$ cat src/rtl/sound_pkg.sv
// -----------------------------------------------------------------------------
// sound_pkg
// Shared widths and constants for the sound level meter datapath, plus the
// saturating magnitude helper used by the second pipeline stage.
// Ports: none (package).
// -----------------------------------------------------------------------------
package sound_pkg;

    localparam int SAMPLE_W   = 10;   // ADC code width
    localparam int LEVEL_W    = 9;    // rectified level / peak width
    localparam int LED_N      = 8;    // thermometer bar segments
    localparam int BIAS_W     = 16;   // bias tracker, 10.6 fixed point
    localparam int DIFF_W     = 11;   // signed sample - bias

    localparam int BIAS_RESET = 512;  // mid-scale start point for the bias
    localparam int CLIP_LO    = 8;
    localparam int CLIP_HI    = 1015;
    localparam int CLIP_HOLD  = 255;

    // |d| clamped to the largest value a LEVEL_W word can carry.
    function automatic logic [LEVEL_W-1:0] sat_mag(input logic [DIFF_W-1:0] d);
        logic [DIFF_W-1:0] a;
        a = d[DIFF_W-1] ? (~d + DIFF_W'(1)) : d;
        return (a > DIFF_W'((1 << LEVEL_W) - 1)) ? LEVEL_W'((1 << LEVEL_W) - 1)
                                                 : a[LEVEL_W-1:0];
    endfunction

endpackage

$ cat src/rtl/peak_hold_decay.sv
// -----------------------------------------------------------------------------
// peak_hold_decay
// Final pipeline stage: peak register with hold timer and linear decay, and
// the thermometer compare that drives the LED bar. Everything advances only
// when upd is high, so the display holds still while no samples arrive.
// Ports:
//   clk, rst_n   clock, asynchronous active-low reset
//   upd          a new magnitude is presented on mag this cycle
//   mag          rectified deviation of the current sample
//   level        held peak (registered)
//   led          thermometer bar, led[0] lowest (registered)
//   level_valid  one-cycle pulse when level/led were just updated
// -----------------------------------------------------------------------------
module peak_hold_decay
    import sound_pkg::*;
#(
    parameter int HOLD_SAMPLES = 4,
    parameter int DECAY_STEP   = 8,
    parameter int THRESH_STEP  = 60
) (
    input  logic               clk,
    input  logic               rst_n,
    input  logic               upd,
    input  logic [LEVEL_W-1:0] mag,
    output logic [LEVEL_W-1:0] level,
    output logic [LED_N-1:0]   led,
    output logic               level_valid
);

    localparam int HOLD_W = 8;

    logic [LEVEL_W-1:0] peak_q, peak_d;
    logic [HOLD_W-1:0]  hold_cnt_q, hold_cnt_d;
    logic [LED_N-1:0]   led_q, led_d;
    logic               valid_q, valid_d;

    always_comb begin
        peak_d     = peak_q;
        hold_cnt_d = hold_cnt_q;
        valid_d    = upd;
        if (upd) begin
            // A magnitude equal to the peak is not a new peak: the hold
            // timer keeps running.
            if (mag > peak_q) begin
                peak_d     = mag;
                hold_cnt_d = HOLD_W'(HOLD_SAMPLES);
            end else if (hold_cnt_q != '0) begin
                hold_cnt_d = hold_cnt_q - HOLD_W'(1);
            end else if (peak_q > LEVEL_W'(DECAY_STEP)) begin
                peak_d = peak_q - LEVEL_W'(DECAY_STEP);
            end else begin
                peak_d = '0;
            end
        end
        // Bar follows the next peak so both outputs change on the same edge.
        led_d = '0;
        for (int i = 0; i < LED_N; i++) begin
            led_d[i] = (12'(peak_d) >= 12'((i + 1) * THRESH_STEP));
        end
    end

    always_ff @(posedge clk or negedge rst_n) begin
        if (!rst_n) begin
            peak_q     <= '0;
            hold_cnt_q <= '0;
            led_q      <= '0;
            valid_q    <= 1'b0;
        end else begin
            peak_q     <= peak_d;
            hold_cnt_q <= hold_cnt_d;
            led_q      <= led_d;
            valid_q    <= valid_d;
        end
    end

    assign level       = peak_q;
    assign led         = led_q;
    assign level_valid = valid_q;

endmodule

$ cat src/rtl/sound_level_meter.sv
// -----------------------------------------------------------------------------
// sound_level_meter
// Three-stage meter on the ADC sample stream:
//   S1  capture, signed deviation from the tracked DC bias, IIR bias update
//   S2  saturating magnitude
//   S3  peak hold / decay and LED bar (peak_hold_decay)
// An accepted strobe in cycle N produces a level_valid pulse in cycle N+3.
// Optional build macro: SOUND_LEVEL_METER_CLIP_DETECT_EN enables the clip
// indicator; without it clip is tied low.
// Ports:
//   clk, rst_n      clock, asynchronous active-low reset
//   new_sample      sample strobe
//   sample          unsigned 10-bit ADC code
//   sample_channel  channel tag; only CHANNEL is accepted
//   level           held peak magnitude
//   led             thermometer bar, led[0] lowest
//   level_valid     one-cycle pulse when level/led update
//   clip            clip indicator, aligned with level_valid
// -----------------------------------------------------------------------------
module sound_level_meter
    import sound_pkg::*;
#(
    parameter int CHANNEL      = 0,
    parameter int BIAS_SHIFT   = 6,
    parameter int HOLD_SAMPLES = 4,
    parameter int DECAY_STEP   = 8,
    parameter int THRESH_STEP  = 60
) (
    input  logic                clk,
    input  logic                rst_n,
    input  logic                new_sample,
    input  logic [SAMPLE_W-1:0] sample,
    input  logic [3:0]          sample_channel,
    output logic [LEVEL_W-1:0]  level,
    output logic [LED_N-1:0]    led,
    output logic                level_valid,
    output logic                clip
);

    logic                accept;
    logic [BIAS_W-1:0]   sample_scaled;
    logic [SAMPLE_W-1:0] bias_int;

    logic [BIAS_W-1:0]   bias_q, bias_d;
    logic                s1_valid_q, s1_valid_d;
    logic [DIFF_W-1:0]   s1_diff_q, s1_diff_d;
    logic                s2_valid_q, s2_valid_d;
    logic [LEVEL_W-1:0]  s2_mag_q, s2_mag_d;

    always_comb begin
        accept        = new_sample && (sample_channel == 4'(CHANNEL));
        sample_scaled = BIAS_W'(sample) << BIAS_SHIFT;
        bias_int      = SAMPLE_W'(bias_q >> BIAS_SHIFT);

        bias_d     = bias_q;
        s1_valid_d = accept;
        s1_diff_d  = s1_diff_q;
        if (accept) begin
            // Deviation uses the bias as it stood before this sample.
            s1_diff_d = {1'b0, sample} - {1'b0, bias_int};
            // 17-bit signed step toward the sample; the sum always lands
            // between the old bias and the sample, so 16 bits hold it.
            bias_d = bias_q + BIAS_W'($signed({1'b0, sample_scaled} - {1'b0, bias_q})
                                      >>> BIAS_SHIFT);
        end

        s2_valid_d = s1_valid_q;
        s2_mag_d   = s1_valid_q ? sat_mag(s1_diff_q) : s2_mag_q;
    end

    always_ff @(posedge clk or negedge rst_n) begin
        if (!rst_n) begin
            bias_q     <= BIAS_W'(BIAS_RESET << BIAS_SHIFT);
            s1_valid_q <= 1'b0;
            s1_diff_q  <= '0;
            s2_valid_q <= 1'b0;
            s2_mag_q   <= '0;
        end else begin
            bias_q     <= bias_d;
            s1_valid_q <= s1_valid_d;
            s1_diff_q  <= s1_diff_d;
            s2_valid_q <= s2_valid_d;
            s2_mag_q   <= s2_mag_d;
        end
    end

    peak_hold_decay #(
        .HOLD_SAMPLES (HOLD_SAMPLES),
        .DECAY_STEP   (DECAY_STEP),
        .THRESH_STEP  (THRESH_STEP)
    ) u_peak (
        .clk         (clk),
        .rst_n       (rst_n),
        .upd         (s2_valid_q),
        .mag         (s2_mag_q),
        .level       (level),
        .led         (led),
        .level_valid (level_valid)
    );

`ifdef SOUND_LEVEL_METER_CLIP_DETECT_EN
    // Clip counter runs in S1; its "non-zero" flag then rides the pipeline
    // so clip changes on the same edge as the matching level update.
    logic [7:0] clip_cnt_q, clip_cnt_d;
    logic       s1_clip_q, s1_clip_d;
    logic       s2_clip_q, s2_clip_d;
    logic       clip_q, clip_d;

    always_comb begin
        clip_cnt_d = clip_cnt_q;
        s1_clip_d  = s1_clip_q;
        if (accept) begin
            if ((sample <= SAMPLE_W'(CLIP_LO)) || (sample >= SAMPLE_W'(CLIP_HI))) begin
                clip_cnt_d = 8'(CLIP_HOLD);
            end else if (clip_cnt_q != '0) begin
                clip_cnt_d = clip_cnt_q - 8'd1;
            end
            s1_clip_d = (clip_cnt_d != '0);
        end
        s2_clip_d = s1_valid_q ? s1_clip_q : s2_clip_q;
        clip_d    = s2_valid_q ? s2_clip_q : clip_q;
    end

    always_ff @(posedge clk or negedge rst_n) begin
        if (!rst_n) begin
            clip_cnt_q <= '0;
            s1_clip_q  <= 1'b0;
            s2_clip_q  <= 1'b0;
            clip_q     <= 1'b0;
        end else begin
            clip_cnt_q <= clip_cnt_d;
            s1_clip_q  <= s1_clip_d;
            s2_clip_q  <= s2_clip_d;
            clip_q     <= clip_d;
        end
    end

    assign clip = clip_q;
`else
    assign clip = 1'b0;
`endif

endmodule
$ cat config.mk
export PLATFORM = sky130hd
export DESIGN_NAME = sound_level_meter
export DESIGN_NICKNAME = d
export VERILOG_FILES = /design/src/rtl/sound_pkg.sv /design/src/rtl/peak_hold_decay.sv /design/src/rtl/sound_level_meter.sv
export SDC_FILE = /design/constraint.sdc
export NUM_CORES = 1
export LEC_CHECK = 0
export ABC_CLOCK_PERIOD_IN_PS = 9800
export CORE_MARGIN = 3
export CORE_UTILIZATION = 44
export DETAILED_ROUTE_END_ITERATION = 10
export PLACE_DENSITY_LB_ADDON = 0.15
export SYNTH_ARGS = -nofsm -noshare
export SYNTH_HDL_FRONTEND = slang
export SYNTH_SLANG_ARGS = --single-unit
$ cat constraint.sdc
create_clock -name clk -period 9.8 [get_ports clk]
set_clock_uncertainty 0.15 [all_clocks]
set_input_delay 1.96 -clock clk [delete_from_list [all_inputs] [get_ports clk]]
set_output_delay 1.96 -clock clk [all_outputs]
set_load 0.005 [all_outputs]
==> run_results.csv, run 1 <==
group,metric,value,unit
detailed_routing,drc,0,
logic_synthesis,syn_avg_cell_area,8.79,µm²
cts,cts_buffer_depth,2,
cts,numCtsBuffers,9,
cells_and_area,syn_to_final_growth,13.3,%
sta,drv_slew,0,
place,place_ws,3.65,ns
cts,root_buffer,"clkbuf_8",
logic_synthesis,synth_edf_count,0,
critical_path,critical-path-slowest-cell,"a2111oi_0",
logic_synthesis,syn_area,4480,µm²
logic_synthesis,synth_seq_cells,64,
cells_and_area,multiInputGateArea,2650,µm²
logic_synthesis,async_reset_ff_share,100,%
power,pwr-share-seq,24.3,%
die,ios,36,
cells_and_area,layout-drive-gt1-share,5.89,%
sta,fin_crit,5.84,ns
power,combPwrFrac,65.8,%
cells_and_area,seq_area,1600,µm²
logic_synthesis,yosys_most_used_dff,"dfrtp_1",
cells_and_area,final_common_cell,"dfrtp_1",
critical_path,worstSetupPathType,"in -> reg",
cells_and_area,nFillCells,957,
logic_synthesis,seq_area_frac_synth,35.8,%
sta,finalSetupViolations,0,
cts,cts_tree,"done",
place,place.gp.congestion,0.870,
sta,fin_crit_sh,59.6,%
critical_path,cp_data_arrival_time,5.96,ns
logic_synthesis,synth_cells,510,
detailed_routing,vias,3680,
power,p_per_area,395,nW/µm²
cells_and_area,fin_nets,595,
power,switching_share,47.7,%
place,port_buffers,34,
logic_synthesis,synth_fp_nets,567,
critical_path,critPathCaptureType,"flop",
die,core_area,9820,µm²
cells_and_area,postLayoutCoreUtil,51.7,%
die,fp.dieW,107,µm
hold_path,min_path_type,"reg -> reg",
cells_and_area,fin_area,5080,µm²
power,p_clk_share,9.9,%
die,die_h,107,µm
logic_synthesis,yosysWarningCount,0,
die,start_util,45.6,%
grt,grt_max_degree,65,
sta,maxSlewHeadroom,45.6,%
sta,max_freq,171,MHz
detailed_routing,vias_per_cell,5.44,
cells_and_area,antenna_cells,0,
die,fp-row-count,36,
place,dp_hpwl,7190,µm
power,ir_worst_vdd,0.242,mV
detailed_routing,wl,9570,µm
grt,grt_pass1_vias,3693,
sta,timing.final.ws_setup,3.96,ns
flow_run,drv_cap,0,
cts,htreeDepth,3,
critical_path,crit_required,9.93,ns
critical_path,path_cells,"clkdlybuf4s50_1 > inv_1 > ha_1 > a31oi_1 > o21bai_1 > and2_1 > o21a_1 > nor2_1 > o21bai_1 > xnor2_1 > ha_1 > nand2_1 > o21ai_0 > a31oi_1 > a2111oi_0 > nor3_1 > nor3_1 > xnor2_1",
sta,worstMarginPinSlew,0.816,ns
sta,rsz0062_at_grt,"false",
status,outcome,"complete, no violations",
grt,antenna_found_initial,0,
place,dpl_cell_area,4910,µm²
logic_synthesis,synth_cell_types,59,
critical_path,cp-start-kind,"primary input",
cts,post_cts_buffers,0,
power,p_int,0.00105,W
cts,cts_hold_buf,0,
cts,clock_latency,0.34,ns
sta,hold_viol,0,
critical_path,max_stage_delay,0.57,ns
power,p_switching,0.000956,W
grt,grt_usage,18.0,%
cts,clkSinkCount,64,
sta,fin_setup_tns,0,ns
detailed_routing,wl_per_cell,14.2,µm
cells_and_area,final_cell_mix,"dfrtp_1, nand2_1, o21ai_0",
detailed_routing,first_pass_iters,5,
power,p_leak,2.28,nW
grt,gr-total-overflow,0,
grt,grt_pass1_wl,16700,µm
die,die-area,11400,µm²
cts,path_clk_slew,0.08,ns
critical_path,critical_path.max_fanout,5,
detailed_routing,postRouteAntennaNets,0,
cts,ctsResizeCount,0,
detailed_routing,first_iter_violations,115,
## kinds of logic (layout without fill, tap and decap cells)
kind of cell / count (synthesis) / in the layout / share of synthesized area [%]
other: 1 / 1 / 0.0837
muxes: 3 / 3 / 0.809
buffers and inverters: 58 / 91 / 5.19
AOI/OAI and AO/OA: 144 / 144 / 21.8
xor gates and xnor gates: 39 / 39 / 7.62
DFF: 64 / 64 / 35.8
and+or+nand+nor: 161 / 161 / 17.2
adders and majority gates: 40 / 40 / 11.5
## per-stage QoR
stage | cells | hold WS (ns) | power [W]
6_report | 676 | 0.347 | 0.00201
5_1_grt | 676 | 0.400 | 0.00222
4_1_cts | 676 | 0.362 | 0.00201
3_5_place_dp | 660 | 0.343 | 0.00180
3_3_place_gp | 660 | 0.312 | 0.00178
2_1_floorplan | 510 | 0.202 | 0.00151
## worst max-delay path, delay by kind of cell
family | cells | cell delay, ns
buffers and inverters | 2 | 0.53
xor gates and xnor gates | 2 | 0.27
and+or+nand+nor | 5 | 0.71
adders and majority gates | 2 | 0.70
AOI/OAI and AO/OA | 7 | 1.80
## path summary, 6_finish.rpt
check | to | slack, ns | depth (start not counted) | start
hold / removal | u_peak.hold_cnt_q[0] | 0.35 | 2 | u_peak.hold_cnt_q[0]
setup reg to reg | bias_q[15] | 5.67 | 16 | bias_q[6]
min in group asynchronous | u_peak.hold_cnt_q[7] | 1.63 | 2 | rst_n
hold reg to reg | u_peak.hold_cnt_q[0] | 0.35 | 2 | u_peak.hold_cnt_q[0]
max in group asynchronous | s2_mag_q[3] | 7.33 | 2 | rst_n
setup / recovery | bias_q[15] | 3.96 | 18 | sample[0]
## cell type report
class	instances	share of cell area, %
clock buffers	10	2.51
well taps	133	3.28
repair buffers	36	6.90
inverters	39	2.88
flip-flops and latches	64	31.6
clock inverters	6	0.715
multi-input cells	388	52.1
## registers in the layout (all words and copies together) (netlist names)
signal,count
u_peak.level,9
s2_mag_q,9
s2_valid_q,1
bias_q,16
s1_valid_q,1
s1_diff_q,11
u_peak.led,8
u_peak.hold_cnt_q,8
u_peak.level_valid,1
## power by group through the flow
stage	sequential, W	clock (W)	combinational (W)
after global placement	0.000490	0	0.00129
after detailed placement	0.000494	0	0.00131
after global routing	0.000508	0.000218	0.00150
final	0.000488	0.000198	0.00132
after CTS	0.000490	0.000206	0.00132
after floorplan	0.000463	0	0.00105
## cell usage after synthesis (4+ instances only)
cell type | count | area, µm²
o211ai_1 | 5 | 37.5
o21ai_0 | 48 | 240
nand2_1 | 60 | 225
a31oi_1 | 11 | 68.8
o21a_1 | 7 | 52.6
and2_1 | 4 | 25.0
a21o_1 | 8 | 60.1
ha_1 | 38 | 475
a21oi_1 | 32 | 160
a22o_1 | 4 | 35.0
nand3_1 | 9 | 45.0
dfrtp_1 | 63 | 1580
nand4_1 | 7 | 43.8
nor4_1 | 5 | 31.3
nor3_1 | 12 | 60.1
nor2_1 | 35 | 131
nand2b_1 | 4 | 25.0
inv_1 | 38 | 143
nor2b_1 | 5 | 31.3
o21bai_1 | 8 | 60.1
o31ai_1 | 4 | 30.0
and3_1 | 6 | 37.5
clkbuf_1 | 12 | 45.0
xor2_1 | 17 | 149
or3_1 | 6 | 37.5
xnor2_1 | 22 | 193
## metal layers
layer | global-route usage [%] | vias to the layer above | share of wire [%]
met2 | 31.9 | 70 | 50
met1 | 21.0 | 1730 | 44
met3 | 3.49 | 25 | 3.5
met4 | 7.85 | 0 | 3.0
li1 | - | 1855 | -
met5 | 0 | - | 0
Power figures use the tool's default switching activity.
==> run 2: changes to the inputs <==
--- a/config.mk
+++ b/config.mk
@@ -5,7 +5,7 @@
 export SDC_FILE = /design/constraint.sdc
 export NUM_CORES = 1
 export LEC_CHECK = 0
-export ABC_CLOCK_PERIOD_IN_PS = 9800
+export ABC_CLOCK_PERIOD_IN_PS = 5700
 export CORE_MARGIN = 3
 export CORE_UTILIZATION = 44
 export DETAILED_ROUTE_END_ITERATION = 10
==> constraint.sdc (replaced) <==
create_clock -name clk -period 5.7 [get_ports clk]
set_clock_uncertainty 0.15 [all_clocks]
set_input_delay 1.14 -clock clk [delete_from_list [all_inputs] [get_ports clk]]
set_output_delay 1.14 -clock clk [all_outputs]
set_load 0.005 [all_outputs]
==> results of run 2 <==
Same layout as run 1 (identical final DEF). Status: complete, no violations.
Among the figures that moved: setup slack after placement 3.65 ns -> 0.369 ns; setup slack after layout 3.96 ns -> 0.683 ns; register-to-register setup slack 5.67 ns -> 1.57 ns; total power 0.00201 W -> 0.00345 W; worst IR drop on VDD 0.242 mV -> 0.415 mV
==> run 3: changes to the inputs <==
--- a/config.mk
+++ b/config.mk
@@ -6,7 +6,7 @@
 export NUM_CORES = 1
 export LEC_CHECK = 0
 export ABC_CLOCK_PERIOD_IN_PS = 5700
-export CORE_MARGIN = 3
+export CORE_MARGIN = 2
 export CORE_UTILIZATION = 44
 export DETAILED_ROUTE_END_ITERATION = 10
 export PLACE_DENSITY_LB_ADDON = 0.15
==> run 3 against run 2 <==
Combinational power about the same. Sequential power about the same. Routed wire length down 1.4%. Core utilization rose by 0.90 points. Count of clock-buffer cells in the layout unchanged. Largest cell class unchanged. Non-clock buffer count unchanged. Flip-flop and latch count unchanged. Via count fell by 2.3%.
==> run_results.csv, run 3 (synthesis gave the netlist of run 1 again) <==
group,metric,value,unit
status,outcome,"complete, no violations",
detailed_routing,wl,9440,µm
power,ir_worst_vdd,0.368,mV
critical_path,cp_data_arrival_time,5.17,ns
critical_path,critical_path.max_fanout,5,
cells_and_area,final_cell_mix,"dfrtp_1, nand2_1, o21ai_0",
critical_path,r2r_start,"bias_q[6]",
cts,numCtsBuffers,9,
grt,grt_max_degree,65,
cells_and_area,largest_reg_flops,16,
sta,drv_slew,0,
critical_path,critPathCaptureType,"flop",
place,dp_hpwl,7030,µm
grt,gr-total-overflow,0,
cts,clock_latency,0.34,ns
critical_path,crit_start,"sample[0]",
sta,max_freq,198,MHz
cts,root_buffer,"clkbuf_8",
die,start_util,45.6,%
cts,clkSinkCount,64,
cells_and_area,top_register,"bias_q",
cells_and_area,fin_nets,595,
cts,htreeDepth,3,
cts,ctsResizeCount,0,
grt,grt_usage,18.2,%
detailed_routing,wl_per_cell,14.0,µm
hold_path,holdCritStartpoint,"u_peak.hold_cnt_q[0]",
grt,grt_pass1_wl,16400,µm
cts,cts_tree,"done",
grt,antenna_found_initial,0,
cts,cts_hold_buf,0,
sta,fin_crit,5.05,ns
grt,grt_pass1_vias,3545,
place,place.gp.congestion,0.893,
hold_path,min_path_type,"reg -> reg",
hold_path,holdPathStages,2,
cts,cts_buffer_depth,2,
die,core_area,9820,µm²
critical_path,reg2reg_setup_slack,1.57,ns
sta,rsz0062_at_grt,"false",
critical_path,cp-start-kind,"primary input",
critical_path,ff2ff_path_depth,16,
sta,maxSlewHeadroom,46.5,%
critical_path,crit_required,5.82,ns
sta,fin_setup_tns,0,ns
sta,timing.final.ws_setup,0.651,ns
die,ios,36,
critical_path,worstSetupPathType,"in -> reg",
detailed_routing,first_iter_violations,164,
sta,hold_viol,0,
power,p_per_area,697,nW/µm²
sta,holdWs,0.340,ns
cells_and_area,nFillCells,979,
die,fp-row-count,36,
hold_path,hold_end,"u_peak.hold_cnt_q[0]",
detailed_routing,drc,0,
cells_and_area,final_common_cell,"dfrtp_1",
detailed_routing,vias,3594,
place,port_buffers,34,
sta,fin_crit_sh,88.6,%
die,die_h,105,µm
power,p_leak,2.32,nW
sta,worstMarginPinSlew,0.803,ns
detailed_routing,vias_per_cell,5.32,
detailed_routing,postRouteAntennaNets,0,
critical_path,rr_endpoint,"bias_q[15]",
power,totalPowerFinal,0.00360,W
cts,path_clk_slew,0.08,ns
sta,finalSetupViolations,0,
cells_and_area,syn_to_final_growth,15.2,%
die,die-area,11000,µm²
cells_and_area,antenna_cells,0,
cells_and_area,reg.largest.list,"bias_q: 16 flops, s1_diff_q: 11 flops",
cells_and_area,layout-drive-gt1-share,6.08,%
cts,post_cts_buffers,0,
place,place_ws,0.325,ns
die,fp.dieW,105,µm
detailed_routing,first_pass_iters,4,
flow_run,drv_cap,0,
run 3: worst max-delay path, cell delays in order:
cell and delay (ns):
clkdlybuf4s50_1 0.49, inv_1 0.05, ha_1 0.33, a31oi_1 0.29
o21bai_1 0.15, and2_1 0.20, o21a_1 0.17, nor2_1 0.17
o21bai_1 0.12, xnor2_1 0.13, ha_1 0.37, nand2_1 0.06
o21ai_0 0.29, a31oi_1 0.20, a2111oi_0 0.58, nor3_1 0.09
nor3_1 0.20, xnor2_1 0.14
run 3: worst max path at each step:
| stage | to | slack (ns) | cells after the start |
|---|---|---|---|
| floorplan | bias_q[15] | 1.30 | 17 |
| global placement | bias_q[15] | 0.45 | 18 |
| detailed placement | bias_q[15] | 0.32 | 18 |
| CTS | bias_q[15] | 0.67 | 18 |
| global route | bias_q[15] | 0.18 | 18 |
| finish | bias_q[15] | 0.65 | 18 |
run 3: layout make-up:
class	count	area, µm²	area share [%]
clock buffers	10	138	2.66
clock inverters	6	115	2.23
inverters	39	146	2.83
multi-input cells	388	2650	51.2
flip-flops and latches	64	1600	31.0
well taps	133	166	3.22
repair buffers	36	350	6.78
run 3: metrics by stage:
stage	utilization (%)	area, µm²	instances
after floorplan	-	4480	510
after global placement	50.0	4910	660
after detailed placement	50.0	4910	660
after CTS	52.6	5160	676
after global routing	52.6	5160	676
final	52.6	5160	676
run 3: routing by layer:
metal | wire length [µm] | vias to the layer above | GRT usage, %
met2 | 4670 | 68 | 32.4
met1 | 4300 | 1664 | 21.9
met5 | 0 | - | 0
met4 | 121 | 0 | 5.81
li1 | - | 1851 | -
met3 | 345 | 11 | 3.56
run 3: report_power, final:
group,internal (W),switching [W]
sequential,0.000647,0.000191
combinational,0.00100,0.00127
clock,0.000305,0.000191
